### src/rtl/gb_audio_i2s_tx.sv
// gb_audio_i2s_tx: serializes the 16-bit mono APU output into an I2S stream.
// A one-entry holding buffer takes samples over valid/ready. The frame
// timing (BCLK divider, 32-slot frame, word select) is owned here. When no
// new sample is buffered at a frame boundary, the previous word repeats.
module gb_audio_i2s_tx #(
    parameter int BCLK_DIV = 2
) (
    input  logic        clk,
    input  logic        reset,
    input  logic        enable,
    input  logic [15:0] sample_in,
    input  logic        sample_valid,
    output logic        sample_ready,
    output logic        i2s_bclk,
    output logic        i2s_lrclk,
    output logic        i2s_sdata,
    output logic        underrun
);

    localparam int DIV_W = (BCLK_DIV > 1) ? $clog2(BCLK_DIV) : 1;
    localparam logic [DIV_W-1:0] DIV_LAST = DIV_W'(BCLK_DIV - 1);

    // Divider and frame position
    logic [DIV_W-1:0]   div_cnt_q, div_cnt_d;
    logic               bclk_q, bclk_d;
    logic [4:0]         slot_q, slot_d;

    // Serial outputs, registered so they only move with the BCLK falling edge
    logic               lrclk_q, lrclk_d;
    logic               sdata_q, sdata_d;
    logic               underrun_q, underrun_d;

    // Holding buffer and the word currently being shifted out
    logic               hold_full_q, hold_full_d;
    logic signed [15:0] hold_word_q, hold_word_d;
    logic signed [15:0] frame_word_q, frame_word_d;

    logic               clear;
    logic               accept;
    logic               div_wrap;
    logic               bclk_fall;
    logic               frame_load;

    // APU samples are offset binary; the DAC expects two's complement.
    function automatic logic signed [15:0] to_twos(input logic [15:0] s);
        return signed'(s ^ 16'h8000);
    endfunction

    // Word select leads each channel's MSB by one bit clock.
    function automatic logic lr_for_slot(input logic [4:0] s);
        return (s >= 5'd15) && (s <= 5'd30);
    endfunction

    // Same word in both halves of the frame, MSB first.
    function automatic logic bit_for_slot(input logic [15:0] w, input logic [4:0] s);
        return w[4'd15 - s[3:0]];
    endfunction

    assign clear        = reset || !enable;
    assign sample_ready = enable && !hold_full_q;
    assign accept       = sample_valid && sample_ready;

    assign div_wrap     = (div_cnt_q == DIV_LAST);
    assign bclk_fall    = div_wrap && bclk_q;
    assign frame_load   = bclk_fall && (slot_q == 5'd31);

    assign i2s_bclk     = bclk_q;
    assign i2s_lrclk    = lrclk_q;
    assign i2s_sdata    = sdata_q;
    assign underrun     = underrun_q;

    // Next-state: divider, slot advance on BCLK fall, buffer handoff at frame load
    always_comb begin
        div_cnt_d    = div_wrap ? '0 : div_cnt_q + 1'b1;
        bclk_d       = div_wrap ? !bclk_q : bclk_q;
        slot_d       = slot_q;
        lrclk_d      = lrclk_q;
        sdata_d      = sdata_q;
        hold_full_d  = hold_full_q;
        hold_word_d  = hold_word_q;
        frame_word_d = frame_word_q;

        // The load looks at the buffer as it stood before this cycle, so a
        // sample arriving in the load cycle waits for the next frame.
        underrun_d   = frame_load && !hold_full_q;

        if (frame_load && hold_full_q) begin
            frame_word_d = hold_word_q;
            hold_full_d  = 1'b0;
        end else if (accept) begin
            hold_full_d  = 1'b1;
        end

        if (accept) begin
            hold_word_d = to_twos(sample_in);
        end

        if (bclk_fall) begin
            slot_d  = slot_q + 5'd1;
            lrclk_d = lr_for_slot(slot_d);
            sdata_d = bit_for_slot(frame_word_d, slot_d);
        end
    end

    // Control and output state; reset or enable low aborts the frame at once
    always_ff @(posedge clk) begin
        if (clear) begin
            div_cnt_q    <= '0;
            bclk_q       <= 1'b0;
            slot_q       <= 5'd31;
            lrclk_q      <= 1'b0;
            sdata_q      <= 1'b0;
            underrun_q   <= 1'b0;
            hold_full_q  <= 1'b0;
            frame_word_q <= '0;
        end else begin
            div_cnt_q    <= div_cnt_d;
            bclk_q       <= bclk_d;
            slot_q       <= slot_d;
            lrclk_q      <= lrclk_d;
            sdata_q      <= sdata_d;
            underrun_q   <= underrun_d;
            hold_full_q  <= hold_full_d;
            frame_word_q <= frame_word_d;
        end
    end

    // Buffered sample data; only meaningful while hold_full_q is set
    always_ff @(posedge clk) begin
        hold_word_q <= hold_word_d;
    end

endmodule
### config.mk
export PLATFORM = sky130hd
export DESIGN_NAME = gb_audio_i2s_tx
export DESIGN_NICKNAME = d
export VERILOG_FILES = /design/src/rtl/gb_audio_i2s_tx.sv
export SDC_FILE = /design/constraint.sdc
export NUM_CORES = 1
export LEC_CHECK = 0
export ABC_CLOCK_PERIOD_IN_PS = 2100
export BUFFER_PORTS_ARGS = -buffer_cell sky130_fd_sc_hd__buf_2
export CORE_MARGIN = 2
export CORE_UTILIZATION = 45
export CTS_CLUSTER_SIZE = 12
export DETAILED_ROUTE_END_ITERATION = 8
export GPL_TIMING_DRIVEN = 0
export PLACE_DENSITY = 0.79
export RECOVER_POWER = 25
export SYNTH_ARGS = -nofsm -noshare
export SYNTH_HDL_FRONTEND = slang
export SYNTH_SLANG_ARGS = --single-unit
### constraint.sdc
create_clock -name clk -period 2.1 [get_ports clk]
set_clock_uncertainty 0.2 [all_clocks]
set_input_delay 0.21 -clock clk [delete_from_list [all_inputs] [get_ports clk]]
set_output_delay 0.21 -clock clk [all_outputs]
set_load 0.05 [all_outputs]
==> summary.md <==
| Metric | Value |
|---|---|
| Mux share of post-synthesis cell area | `0.116` |
| DRT antenna net count | `0` |
| Post-Synth XOR/XNOR Area | `0.0291` |
| # nets final | `237` |
| Mean Syn Cell Area | `11.5 um2` |
| Clk Latency, worst-skew pair | `0.30 ns` |
| Core Rows | `23` |
| Largest net degree at the start of global routing | `18` |
| Worst setup EP type | `flop` |
| Routed wire length | `3650 um` |
| Post-synth top area share | `0.299` |
| Violated checks | `negative setup slack` |
| Synth Instances | `157` |
| Yosys warnings | `0` |
| Peak supply drop | `~530 uV` |
| Final worst slack | `-0.236 ns` |
| Post-synthesis simple-gate area fraction | `0.144` |
| DR DRC count | `0` |
| Total number of vias | `~1300` |
| Share of layout cells above drive strength 1 | `0.298` |
| Vias in the first global route | `between 1000 and 1500` |
| P&R area growth vs syn | `35.7%` |
| Drt first pass iters | `4` |
| Setup violators final | `1` |
| Power Total | `about 1.6 mW` |
| CTS buffer count | `5` |
| RSZ-0062 raised after global routing | `yes` |
| Leakage | `~1.0 nW` |
| EDFF count, synth | `16` |
| Global-route wire length before repair | `just under 6000 um` |
| Ports | `25` |
| Crit path launch type | `flop` |
| CP max-delay cell | `dfxtp_4` |
| Inst Count DP | `about 230` |
| Syn Nets | `180` |
| Crit path cell chain | `ha_4 -> and3_4 -> ha_4 -> nand4_1 -> buf_6 -> buf_12 -> mux2i_2 -> a22oi_1 -> a211oi_1 -> o22ai_1` |
| GP Congestion | `0.841` |
| Post-synth top cells | `27 x dfxtp_1, 23 x nor2_1, 16 x edfxtp_1` |
| CTS tree | `built` |
| DR iter-0 viols | `94` |
| Sequential element share of the synthesized area | `0.565` |
| Chip width | `67.4 um` |
| DIE AREA | `4540 um2` |
| Initial cell density of the core | `0.458` |
| Synthesized cell area | `1810 um2` |
| Compound-Gate Fraction of Synth Area | `0.0866` |
| Number of synthesized register bits | `between 40 and 50` |
| Synth Area in Adders | `0.0208` |
| CTS Sinks | `43` |
| CP Class | `flop to flop` |
| Vias/cell | `5.08` |
| Detailed placement HPWL | `2270 um` |
| Worst EP arrival | `approximately 2.3 ns` |
| CTS clk-pin slew, worst paths | `~0.08 ns` |
| Max-slew headroom | `0.495` |
| CP max stage delay | `0.37 ns` |
| Crit path top cell by count | `ha_4` |
| Initial antenna violation count | `0` |
| Root Buffer | `clkbuf_8` |
| Pwr dens | `670 nW/um2` |
| Tightest Pin Transition | `0.757 ns` |
| Most frequent cell after synthesis | `dfxtp_1` |
| WL per Instance | `13.8 um` |
| Ys flop type | `dfxtp_1` |
| Final Hold Vio Count | `0` |
| Core area | `3940 um2` |
| Outcome | `finished, violations left` |
| Place WS | `-0.342 ns` |
| Final cell count without fillers | `around 270` |
| Crit share post-route | `1.11` |
| Largest family of logic cells by synthesized area | `simple AND/OR/NAND/NOR gates` |
| H-tree depth | `2` |
| CP max FO | `7` |
| Post-synthesis async set-or-reset flop share | `0` |
| GR Util All Layers | `0.181` |
| Cell variety after synth | `37` |
| Synth area leaders | `dfxtp_1 30%, edfxtp_1 27%, mux2i_1 8.3%` |
| Path category of the worst min-delay check | `input port to flop` |
| I/O Buffers | `24` |
| Crit path required time | `2.07 ns` |
| Synth area leader | `dfxtp_1` |
| GRT Residual Overflow | `0` |
| Final-report max-slew violation count | `0` |
| Bufs on Longest Clock Path | `2` |
| Final min period | `2.34 ns` |
| DIE HEIGHT | `67.4 um` |
| ANT cells | `0` |
| Peak Freq | `428 MHz` |
| MaxCap Viol Count | `0` |
-- path summary, 6_finish.rpt --
path	start	to	slack [ns]	depth (start not counted)
setup / recovery	slot_q[1]$_SDFFE_PP1N_	i2s_sdata$_SDFFE_PP0N_	-0.24	10
hold reg to reg	i2s_lrclk$_SDFFE_PP0N_	i2s_lrclk$_SDFFE_PP0N_	0.27	2
hold / removal	enable	i2s_sdata$_SDFFE_PP0N_	0.17	5
setup reg to reg	slot_q[1]$_SDFFE_PP1N_	i2s_sdata$_SDFFE_PP0N_	-0.24	10
-- through the flow --
step	utilization	area, um2	hold WS [ns]	setup TNS, ns
finish	0.622	2450	0.167	-0.236
detailed placement	0.515	2030	0.188	-0.342
global placement	0.515	2030	0.186	-0.256
floorplan	-	1850	0.109	-0.0942
CTS	0.619	2440	0.148	-0.183
global route	0.622	2450	0.180	-0.295
-- layer usage --
layer | track usage | wire (um) | part of all wire
met5 | 0 | 0 | 0
met4 | 0.0714 | 60 | 0.016
met3 | 0.0500 | 128 | 0.035
met2 | 0.295 | 1890 | 0.52
met1 | 0.229 | 1570 | 0.43
-- kinds of logic (layout without fill, tap and decap cells) --
| kind of cell | after synthesis | count (layout) |
|---|---|---|
| fa+ha+maj | 3 | 3 |
| compound gates | 21 | 21 |
| mux | 18 | 18 |
| buf+inv | 12 | 70 |
| xor+xnor | 6 | 6 |
| flops | 43 | 43 |
| simple gates | 54 | 54 |
-- worst max-delay path, delay by kind of cell, from the launching register on --
| kind | cells | cell delay [ns] |
|---|---|---|
| muxes | 1 | 0.22 |
| adders and majority gates | 2 | 0.31 |
| and+or+nand+nor | 2 | 0.26 |
| buffers and inverters | 2 | 0.29 |
| DFF | 1 | 0.37 |
| AOI/OAI and AO/OA | 3 | 0.56 |
-- power by group --
part           switching (mW)  internal, mW  total, mW
clock                   0.278         0.385      0.663
combinational          0.0420        0.0468     0.0888
sequential            0.00927         0.881      0.891
-- cell usage in the layout (no fill, tap or decap), drive strengths merged, types with 4 or more instances in the layout --
cell type and instances:
nor2 23, dlygate4sd3 16, nor2b 4, nand2 8, and2 6, buf 39, mux2i 15, edfxtp 16
clkbuf 10, dfxtp 27
-- registers in the layout, summed over array words and instances (netlist names) --
register      flops
hold_word_q      16
i2s_bclk          1
frame_word_q     16
i2s_sdata         1
slot_q            5
underrun          1
i2s_lrclk         1
div_cnt_q         1
hold_full_q       1
-- area by class of cell --
type | count | area (um2)
Clock buffer | 6 | 82.6
Fill cell | 287 | 1490
Timing Repair Buffer | 50 | 368
Tap cell | 50 | 62.6
Multi-Input combinational cell | 102 | 795
Inverter | 3 | 11.3
Clock inverter | 2 | 35.0
Buffer | 9 | 70.1
Sequential cell | 43 | 1030
-- what timing repair did --
action,CTS,global route
setup buffers,10,0
cloned,0,0
hold endpoints to repair,16,0
hold buffers,16,0
pin swaps,7,0
resized for setup,12,4
setup endpoints to repair,1,3
No activity file was read; power rests on OpenSTA's default activity.
